--- config.mk ---
export PLATFORM = sky130hd
export DESIGN_NAME = reflet_prog_mem_flat
export DESIGN_NICKNAME = d
export VERILOG_FILES = /design/src/rtl/reflet_prog_mem_pkg.sv /design/src/rtl/reflet_prog_mem_if.sv /design/src/rtl/reflet_byte_packer.sv /design/src/rtl/reflet_prog_mem.sv /design/src/flat_wrapper.sv
export SDC_FILE = /design/constraint.sdc
export NUM_CORES = 1
export LEC_CHECK = 0
export ABC_AREA = 0
export BUFFER_PORTS_ARGS = -buffer_cell sky130_fd_sc_hd__buf_2
export CORE_AREA = 2 2 106 108
export CTS_CLUSTER_DIAMETER = 60
export DETAILED_ROUTE_END_ITERATION = 8
export DIE_AREA = 0 0 108 110
export PLACE_DENSITY = 0.76
export SLEW_MARGIN = 30
export SYNTH_ARGS = -nofsm -noshare
export SYNTH_HDL_FRONTEND = slang
export SYNTH_SLANG_ARGS = --single-unit
--- constraint.sdc ---
create_clock -name clk -period 2.65 [get_ports clk]
set_clock_uncertainty 0.1 [all_clocks]
set_input_delay 0.53 -clock clk [delete_from_list [all_inputs] [get_ports clk]]
set_output_delay 0.53 -clock clk [all_outputs]
set_load 0.01 [all_outputs]
--- src/rtl/reflet_prog_mem_pkg.sv ---
// rtl/reflet_prog_mem_pkg.sv - shared state encoding and word-size legality check for Reflet memories
package reflet_prog_mem_pkg;

   typedef enum logic [1:0] {
      ST_IDLE  = 2'd0,
      ST_LOAD  = 2'd1,
      ST_FLUSH = 2'd2,
      ST_FULL  = 2'd3
   } mem_state_t;

   localparam int BYTE_W        = 8;
   localparam int MIN_WORD_SIZE = 8;
   localparam int MAX_WORD_SIZE = 64;

   function automatic bit word_size_ok(input int ws);
      return (ws >= MIN_WORD_SIZE) && (ws <= MAX_WORD_SIZE) && ((ws % BYTE_W) == 0);
   endfunction

endpackage

--- src/rtl/reflet_prog_mem_if.sv ---
// rtl/reflet_prog_mem_if.sv - CPU access port and byte-serial loader port of the program memory
interface reflet_prog_mem_if #(
   parameter int WORD_SIZE = 8,
   parameter int ADDR_SIZE = 4
) ();

   logic [ADDR_SIZE-1:0] addr;
   logic [WORD_SIZE-1:0] data_in;
   logic                 write_en;
   logic                 enable;
   logic [WORD_SIZE-1:0] data_out;
   logic                 ready;

   logic                 load_start;
   logic                 load_end;
   logic                 load_valid;
   logic [7:0]           load_data;
   logic                 load_ready;
   logic                 load_busy;
   logic                 load_overflow;
   logic [ADDR_SIZE:0]   load_words;

   modport master (
      output addr, data_in, write_en, enable,
      output load_start, load_end, load_valid, load_data,
      input  data_out, ready,
      input  load_ready, load_busy, load_overflow, load_words
   );

   modport slave (
      input  addr, data_in, write_en, enable,
      input  load_start, load_end, load_valid, load_data,
      output data_out, ready,
      output load_ready, load_busy, load_overflow, load_words
   );

endinterface

--- src/rtl/reflet_byte_packer.sv ---
// rtl/reflet_byte_packer.sv - little-endian byte-to-word assembly with zero-padded partial flush
module reflet_byte_packer
   import reflet_prog_mem_pkg::*;
#(
   parameter int BYTES = 2
) (
   input  logic                    clk,
   input  logic                    reset,
   input  logic                    clear,
   input  logic                    flush,
   input  logic                    byte_valid,
   input  logic [BYTE_W-1:0]       byte_data,
   output logic [BYTES*BYTE_W-1:0] word_data,
   output logic                    word_valid,
   output logic                    partial
);

   localparam int IDX_W = (BYTES > 1) ? $clog2(BYTES) : 1;
   localparam logic [IDX_W-1:0] LAST = IDX_W'(BYTES - 1);

   logic [IDX_W-1:0]        idx;
   logic [BYTES*BYTE_W-1:0] acc;

   // word_data already contains this cycle's byte so a completing word is written without a bubble
   always_comb begin
      word_data = acc;
      for (int i = 0; i < BYTES; i++) begin
         if (byte_valid && (idx == IDX_W'(i))) begin
            word_data[i*BYTE_W +: BYTE_W] = byte_data;
         end
      end
   end

   assign word_valid = byte_valid && (idx == LAST);
   assign partial    = byte_valid ? (idx != LAST) : (idx != '0);

   // acc is cleared after every word so unwritten upper lanes read as zero on flush
   always_ff @(posedge clk) begin
      if (reset || clear || flush || word_valid) begin
         idx <= '0;
         acc <= '0;
      end else if (byte_valid) begin
         idx <= idx + 1'b1;
         acc <= word_data;
      end
   end

endmodule

--- src/rtl/reflet_prog_mem.sv ---
// rtl/reflet_prog_mem.sv - run-time loadable program RAM with a stalled 1-cycle-latency CPU port
module reflet_prog_mem
   import reflet_prog_mem_pkg::*;
#(
   parameter int WORD_SIZE = 8,
   parameter int ADDR_SIZE = 4
) (
   input logic              clk,
   input logic              reset,
   reflet_prog_mem_if.slave bus
);

   localparam int BYTES = WORD_SIZE / 8;
   localparam int DEPTH = 2 ** ADDR_SIZE;
   localparam logic [ADDR_SIZE:0]   WORDS_MAX = {1'b1, {ADDR_SIZE{1'b0}}};
   localparam logic [ADDR_SIZE-1:0] LAST_ADDR = '1;

   if (!word_size_ok(WORD_SIZE)) begin : g_bad_word_size
      $error("reflet_prog_mem: WORD_SIZE must be a multiple of 8 in 8..64");
   end

   mem_state_t state, state_nxt;

   logic [WORD_SIZE-1:0] mem [DEPTH];
   logic [WORD_SIZE-1:0] data_out_q;
   logic [ADDR_SIZE:0]   load_words_q;
   logic                 overflow_q;
   logic [ADDR_SIZE-1:0] ptr;

   logic                 start_load;
   logic                 pk_valid;
   logic                 pk_flush;
   logic [WORD_SIZE-1:0] pk_word;
   logic                 pk_word_valid;
   logic                 pk_partial;
   logic                 loader_wr;

   logic                 mem_we;
   logic [ADDR_SIZE-1:0] mem_waddr;
   logic [WORD_SIZE-1:0] mem_wdata;

   // The loader never wraps: word DEPTH-1 moves to FULL, so the word count doubles as the write pointer
   assign ptr        = load_words_q[ADDR_SIZE-1:0];
   assign start_load = (state == ST_IDLE) && bus.load_start;
   assign pk_valid   = (state == ST_LOAD) && bus.load_valid;
   assign pk_flush   = (state == ST_FLUSH);
   assign loader_wr  = pk_word_valid || pk_flush;

   reflet_byte_packer #(.BYTES(BYTES)) u_packer (
      .clk        (clk),
      .reset      (reset),
      .clear      (start_load),
      .flush      (pk_flush),
      .byte_valid (pk_valid),
      .byte_data  (bus.load_data),
      .word_data  (pk_word),
      .word_valid (pk_word_valid),
      .partial    (pk_partial)
   );

   always_comb begin
      state_nxt      = state;
      bus.ready      = 1'b0;
      bus.load_ready = 1'b0;
      bus.load_busy  = 1'b1;
      case (state)
         ST_IDLE: begin
            bus.ready     = 1'b1;
            bus.load_busy = 1'b0;
            if (bus.load_start) state_nxt = ST_LOAD;
         end
         ST_LOAD: begin
            bus.load_ready = 1'b1;
            if (bus.load_end) begin
               state_nxt = pk_partial ? ST_FLUSH : ST_IDLE;
            end else if (pk_word_valid && (ptr == LAST_ADDR)) begin
               state_nxt = ST_FULL;
            end
         end
         ST_FLUSH: state_nxt = ST_IDLE;
         ST_FULL: begin
            if (bus.load_end) state_nxt = ST_IDLE;
         end
         default: state_nxt = ST_IDLE;
      endcase
   end

   always_comb begin
      mem_we    = 1'b0;
      mem_waddr = ptr;
      mem_wdata = pk_word;
      if ((state == ST_IDLE) && bus.enable && bus.write_en) begin
         mem_we    = 1'b1;
         mem_waddr = bus.addr;
         mem_wdata = bus.data_in;
      end else if (loader_wr) begin
         mem_we = 1'b1;
      end
   end

   // Array has no reset so a mid-load reset keeps the words already loaded
   always_ff @(posedge clk) begin
      if (mem_we) mem[mem_waddr] <= mem_wdata;
   end

   always_ff @(posedge clk) begin
      if (reset) begin
         state        <= ST_IDLE;
         data_out_q   <= '0;
         load_words_q <= '0;
         overflow_q   <= 1'b0;
      end else begin
         state <= state_nxt;
         if ((state == ST_IDLE) && bus.enable && !bus.write_en) begin
            data_out_q <= mem[bus.addr];
         end
         if (start_load) begin
            load_words_q <= '0;
         end else if (loader_wr && (load_words_q != WORDS_MAX)) begin
            load_words_q <= load_words_q + 1'b1;
         end
         if (start_load) begin
            overflow_q <= 1'b0;
         end else if ((state == ST_FULL) && bus.load_valid) begin
            overflow_q <= 1'b1;
         end
      end
   end

   assign bus.data_out      = data_out_q;
   assign bus.load_words    = load_words_q;
   assign bus.load_overflow = overflow_q;

endmodule

--- src/flat_wrapper.sv ---
// flat-port wrapper written by rule: the top's interface ports become plain ports
module reflet_prog_mem_flat import reflet_prog_mem_pkg::*;
#(
   parameter int WORD_SIZE = 8,
   parameter int ADDR_SIZE = 4
)
  (clk, reset, bus_addr, bus_data_in, bus_write_en, bus_enable, bus_load_start, bus_load_end, bus_load_valid, bus_load_data, bus_data_out, bus_ready, bus_load_ready, bus_load_busy, bus_load_overflow, bus_load_words);
  reflet_prog_mem_if #(.WORD_SIZE(WORD_SIZE), .ADDR_SIZE(ADDR_SIZE)) bus_i ();
  input logic clk;
  input logic reset;
  input wire logic [$bits(bus_i.addr)-1:0] bus_addr;
  input wire logic [$bits(bus_i.data_in)-1:0] bus_data_in;
  input wire logic [$bits(bus_i.write_en)-1:0] bus_write_en;
  input wire logic [$bits(bus_i.enable)-1:0] bus_enable;
  input wire logic [$bits(bus_i.load_start)-1:0] bus_load_start;
  input wire logic [$bits(bus_i.load_end)-1:0] bus_load_end;
  input wire logic [$bits(bus_i.load_valid)-1:0] bus_load_valid;
  input wire logic [$bits(bus_i.load_data)-1:0] bus_load_data;
  output wire logic [$bits(bus_i.data_out)-1:0] bus_data_out;
  output wire logic [$bits(bus_i.ready)-1:0] bus_ready;
  output wire logic [$bits(bus_i.load_ready)-1:0] bus_load_ready;
  output wire logic [$bits(bus_i.load_busy)-1:0] bus_load_busy;
  output wire logic [$bits(bus_i.load_overflow)-1:0] bus_load_overflow;
  output wire logic [$bits(bus_i.load_words)-1:0] bus_load_words;
  assign bus_i.addr = bus_addr;
  assign bus_i.data_in = bus_data_in;
  assign bus_i.write_en = bus_write_en;
  assign bus_i.enable = bus_enable;
  assign bus_i.load_start = bus_load_start;
  assign bus_i.load_end = bus_load_end;
  assign bus_i.load_valid = bus_load_valid;
  assign bus_i.load_data = bus_load_data;
  assign bus_data_out = bus_i.data_out;
  assign bus_ready = bus_i.ready;
  assign bus_load_ready = bus_i.load_ready;
  assign bus_load_busy = bus_i.load_busy;
  assign bus_load_overflow = bus_i.load_overflow;
  assign bus_load_words = bus_i.load_words;
  reflet_prog_mem #(.WORD_SIZE(WORD_SIZE), .ADDR_SIZE(ADDR_SIZE)) u_core (.clk(clk), .reset(reset), .bus(bus_i));
endmodule
=== Word level (Yosys, flattened, before mapping) ===
Memories as Yosys holds them, arrays and structs flattened. A register that Yosys moved wholly into a read port is not among the register bits.
Index checks and enable logic that the tools add are counted.

* Add/subtract/negate cells: 2
* Equal/unequal tests: 8
* Muxes and demuxes: 16
* Bitwise logic cells: 1
* Reductions and logical operators: 17

{| class="wikitable"
|+ Operators with widths
! cell !! number
|-
| two-way mux 8 bit || 2
|-
| two-way mux 2 bit || 5
|-
| logical AND 1 bit || 9
|-
| one-hot mux 2 bit (4 select lines) || 1
|-
| two-way mux 1 bit || 7
|-
| adder 5 x 1 -> 5 bit, second input constant || 1
|-
| inequality test 5 bit, second input constant || 1
|-
| equality test 2 bit, second input constant || 2
|-
| equality test 4 bit, second input constant || 1
|-
| logical OR 1 bit || 4
|-
| two-way mux 4 bit || 1
|-
| inequality test 2 bit, second input constant || 2
|-
| inequality test 3 bit, second input constant || 1
|-
| AND reduction 3 bit || 1
|-
| equality test 2 x 1 -> 1 bit, second input constant || 1
|-
| logical NOT 2 bit || 1
|-
| OR reduction 2 bit || 1
|-
| adder 1 bit, second input constant || 1
|-
| logical NOT 1 bit || 1
|-
| inverter 1 bit || 1
|}

* Flip-flop bits (word level): 17
* Memory bits (writable): 128
* Input port bits: 27
* Logic and storage cells: 50
* Memories: 1

{| class="wikitable"
|+ Memories
! name !! depth !! width !! read ports !! clocked after memory_dff !! wr ports !! RTL line !! source
|-
| u_core.mem || 16 || 8 || 1 || 1 || 1 || reflet_prog_mem.sv:24 || <nowiki>logic [WORD_SIZE-1:0] mem [DEPTH];</nowiki>
|}

=== Longest topological paths before layout ===
* Depth in word-level cells: 8
* Mapped depth: 6

=== Cells and area by module ===
Synthesis repeated with hierarchy kept, for this count alone.

* Cell total of the unflattened synthesis: 341
* Area, all modules: 6294.8 um^2

{| class="wikitable"
|+ Modules (own cells, without submodules)
! module !! instances !! cells each !! area an instance (um^2) !! sequential area each (um^2)
|-
| reflet_prog_mem || 1 || 309 || 5818.1 || 4164.0
|-
| reflet_byte_packer || 1 || 32 || 476.7 || 180.2
|}

=== Least setup slack after synthesis ===
Ideal clock, no wire load.

* Path type: input -> register
* Start point: input bus_addr[2]
* End point: memory u_core.mem[4][0] (enable)
* Setup time: 370 ps
* Arrival: 1748 ps
* Data required time: 2180 ps
* Setup slack: 432 ps
* Stages on the path: 4
* Path buffers: 1
* Cells stage by stage: clkbuf_1 -> inv_2 -> o32a_1 -> nor2_1

* Cells in the longest elaborated chain, start to end: 1

{| class="wikitable"
|+ RTL lines
! item !! RTL line !! source
|-
| start: declaration || flat_wrapper.sv:11 || <nowiki>input wire logic [$bits(bus_i.addr)-1:0] bus_addr;</nowiki>
|-
| two-way mux 4 bit || reflet_prog_mem.sv:92 || <nowiki>if ((state == ST_IDLE) && bus.enable && bus.write_en) begin</nowiki>
|-
| end: declaration || reflet_prog_mem.sv:24 ||
|}

Every way passes these cells.

=== Worst setup path after layout ===
* Start point: register u_core.state[0]
* End point: memory u_core.mem[13][2] (enable)

* Cells in the longest elaborated chain, start to end: 8

{| class="wikitable"
|+ RTL lines
! item !! RTL line !! source
|-
| start: declaration || reflet_prog_mem.sv:22 || <nowiki>mem_state_t state, state_nxt;</nowiki>
|-
| start signal: assignment || reflet_prog_mem.sv:113 || <nowiki>state <= state_nxt;</nowiki>
|-
| equality test 2 x 1 -> 1 bit || reflet_prog_mem.sv:45 || <nowiki>assign pk_valid = (state == ST_LOAD) && bus.load_valid;</nowiki>
|-
| logical AND 1 bit || reflet_prog_mem.sv:45 ||
|-
| logical AND 1 bit || reflet_byte_packer.sv:34 || <nowiki>assign word_valid = byte_valid && (idx == LAST);</nowiki>
|-
| logical OR 1 bit || reflet_prog_mem.sv:47 || <nowiki>assign loader_wr = pk_word_valid || pk_flush;</nowiki>
|-
| two-way mux 1 bit || reflet_prog_mem.sv:96 || <nowiki>end else if (loader_wr) begin</nowiki>
|-
| two-way mux 1 bit || reflet_prog_mem.sv:92 ||
|-
| two-way mux 1 bit || reflet_prog_mem.sv:103 || <nowiki>if (mem_we) mem[mem_waddr] <= mem_wdata;</nowiki>
|-
| two-way mux 1 bit (implied by the code) || reflet_prog_mem.sv:103 ||
|}

Parallel ways exist; a longest one is shown, timed or not.

==> reports/qor.yml <==
cts:
  cts.sinks: 153
  cts-buffers-inserted: 17
  cts.htree.levels: 4
  clock_latency_ns: 0.53
  root_buffer: "clkbuf_8"
  clock_path_buffers: 2
  cts_tree: "done"
  cts.reportedPaths.clkPinSlew_ns: 0.07
  cts_setup_buffers: 0
drt:
  drt_iter0_drc: 312
  vias: 3433
  first_pass_iters: 6
  ant_nets: 0
  drc: 0
  vias_per_cell: 6.065
  routedWlPerCell_um: 22.73
  routed_wl_um: 12870
synthesis:
  synth_simple_gate_area_share_pct: 5.585
  syn_inst: 347
  synth.ff_latch_count: 153
  synth_fa_ha_area_share_pct: 0.4077
  netlist_area_um2: 6138
  synth_mux_area_share_pct: 15.82
  synth_top_family_by_area: "multiplexers"
  synthesis.nets: 376
  avgSynthCellArea_um2: 17.69
  yosysWarningCount: 0
  ys_types: 39
  ys_seq_area_share_pct: 70.77
  synth-compound-area-share_pct: 4.668
  synth_xor_area_share_pct: 0.5707
die:
  rows: 38
  die_x_um: 108
  ios: 44
  core_area_um2: 10700
  start_util_pct: 57.38
  die_h_um: 110
  dieArea_um2: 11880
power_and_ir_drop:
  power_frac_seq_pct: 48.6
  p_comb_share_pct: 6.0
  power_density_nw_per_um2: 758.4
  p_leak_nw: 2.515
  sw_frac_of_total_pct: 21.12
  power_switching_mw: 1.161
  p_int_mw: 4.337
  clockPowerShare_pct: 45.4
  irDropWorstVdd_mv: 0.5740
timing:
  post-route-period-util_pct: 95.40
  fin_ws_ns: 0.1220
  period_minus_slack_ns: 2.528
  rsz0062_at_grt: "no"
  max_slew_margin_pct: 39.90
  max_freq_mhz: 395.6
  hold_viol: 0
  setup_tns_ns: 0
  setup_violations: 0
  finalMaxSlewViolations: 0
  worst_pin_slew_ns: 0.8982
setup_path:
  crit_path_max_fanout: 28
  crit_chain: "buf_4, nand4bb_1, buf_12, nor3b_1, a31oi_1, nor2_1"
  required_ns: 2.69
  cp_top_family: "simple AND/OR/NAND/NOR gates"
  cpPeakStageDelay_ns: 0.67
  setup.worst_path.end_class: "flop"
  critPathSlowestCell: "nor2_1"
  crit_type: "flop to flop"
  cp_num_buf_inv: 2
  crit_path_start_kind: "flop"
  crit_arrival_ns: 2.57
global_routing:
  top_usage_layer: "met2"
  grt_pass1_wl_um: 19830
  met2_usage_pct: 40.03
  grt_usage_pct: 23.90
  grt_pass1_vias: 3434
  grt_max_degree: 31
  antenna_found_initial: 0
  use_met1_pct: 31.16
  grt_use_met3_pct: 4.703
  grt_remaining_overflow: 0
layout:
  layout.nets: 442
  n_antenna_cell: 0
  syn2layout_area_growth_pct: 18.10
  most-common-layout-cells: "edfxtp_1, buf_2, nor2_1, mux4_2"
  final_common_cell: "edfxtp_1"
  fillerInstances: 688
  drive_gt1_share_pct: 33.33
job:
  drv_cap: 0
min_path:
  hold_class: "input port to flop"
placement:
  dp_slack_ns: 0.03643
  portBuffers: 43
  finalWeightedCongestion: 0.8638
  dp_hpwl_um: 8144
outcome:
  status: "completed"
## path summary, 6_finish.rpt
kind	depth (start not counted)	to	start	slack (ns)
hold reg to reg	2	u_core.bus.data_out[5]$_SDFFE_PP0P_	u_core.bus.data_out[5]$_SDFFE_PP0P_	0.38
hold / removal	3	u_core.state[0]$_SDFFE_PP0P_	bus_load_start	0.16
setup reg to reg	6	u_core.mem[13][2]$_DFFE_PP_	u_core.state[0]$_SDFFE_PP0P_	0.12
setup / recovery	6	u_core.mem[13][2]$_DFFE_PP_	u_core.state[0]$_SDFFE_PP0P_	0.12
## repair_timing
action                                  in CTS  in global routing
endpoints found under the setup margin       0                 28
gates resized for setup                      0                  4
hold buffers                                 0                  0
## registers in the layout, indices dropped and copies added (netlist names)
| signal | count |
|---|---|
| u_core.state | 2 |
| u_core.bus.load_overflow | 1 |
| u_core.bus.load_words | 5 |
| u_core.u_packer.partial | 1 |
| u_core.u_packer.acc | 8 |
| u_core.bus.data_out | 8 |
| u_core.mem | 128 |
## kinds of logic after synthesis
logic type,after synthesis
AOI/OAI and AO/OA,44
xor gates and xnor gates,4
adders and majority gates,2
buffers and inverters,23
DFF,153
muxes,57
and+or+nand+nor,64
## per-layer routing
| metal | routed length [um] | part of all wire, % |
|---|---|---|
| met1 | 5235 | 41 |
| met5 | 0 | 0 |
| met3 | 905 | 7.0 |
| met4 | 293 | 2.3 |
| met2 | 6433 | 50 |
## power groups by stage
stage	clock [mW]	sequential (mW)	combinational (mW)
CTS	2.52	2.67	0.328
global placement	0	2.72	0.315
detailed placement	0	2.72	0.325
global route	2.63	2.67	0.358
floorplan	0	2.72	0.203
finish	2.49	2.67	0.331
## stage by stage
stage | total power [mW] | cells | instance area, um2 | utilization [%] | hold slack [ns]
global placement | 3.038 | 534 | 6600 | 61.70 | 0.3520
detailed placement | 3.050 | 534 | 6604 | 61.73 | 0.3682
CTS | 5.524 | 566 | 7217 | 67.46 | 0.1399
floorplan | 2.927 | 347 | 6138 | - | 0.3712
finish | 5.498 | 566 | 7249 | 67.77 | 0.1555
global route | 5.658 | 566 | 7249 | 67.77 | 0.1717
## cells in the mapped netlist, drive strengths merged
cell type	count	area, um2
a211oi	2	15.01
a21o	1	7.510
a21oi	12	60.06
a22oi	1	7.510
a2bb2oi	8	70.07
a31oi	5	31.28
a41oi	1	8.760
and3b	1	8.760
buf	13	96.33
clkbuf	4	15.01
dfxtp	25	500.5
edfxtp	128	3844
ha	2	25.02
inv	6	22.52
mux2i	25	250.2
mux4	32	720.7
nand2	3	11.26
nand2b	1	6.260
nand3b	2	15.01
nand4bb	2	22.52
nor2	43	161.4
nor2b	3	18.77
nor3	2	10.01
nor3b	2	15.01
nor4b	1	23.77
nor4bb	2	35.03
o2111ai	2	17.52
o21ai	10	50.05
o22a	1	8.760
o32a	1	10.01
or3	1	6.260
or3b	1	8.760
xnor2	3	26.28
xor2	1	8.760
## layout make-up
| class | instances | area [um2] | share of cell area, % |
|---|---|---|---|
| sequential | 153 | 4344 | 59.92 |
| inverter | 6 | 22.52 | 0.3107 |
| multi-input combinational | 171 | 1697 | 23.40 |
| timing repair buffer | 64 | 397.9 | 5.488 |
| tap | 140 | 175.2 | 2.416 |
| clock buffer | 19 | 421.7 | 5.816 |
| clock inverter | 13 | 191.4 | 2.641 |
## worst min-delay path, stage by stage
cell	delay, ns
buf_2	0.09
a21oi_1	0.05
nor2_1	0.07
Note: power is estimated with default switching activity, not from simulation.
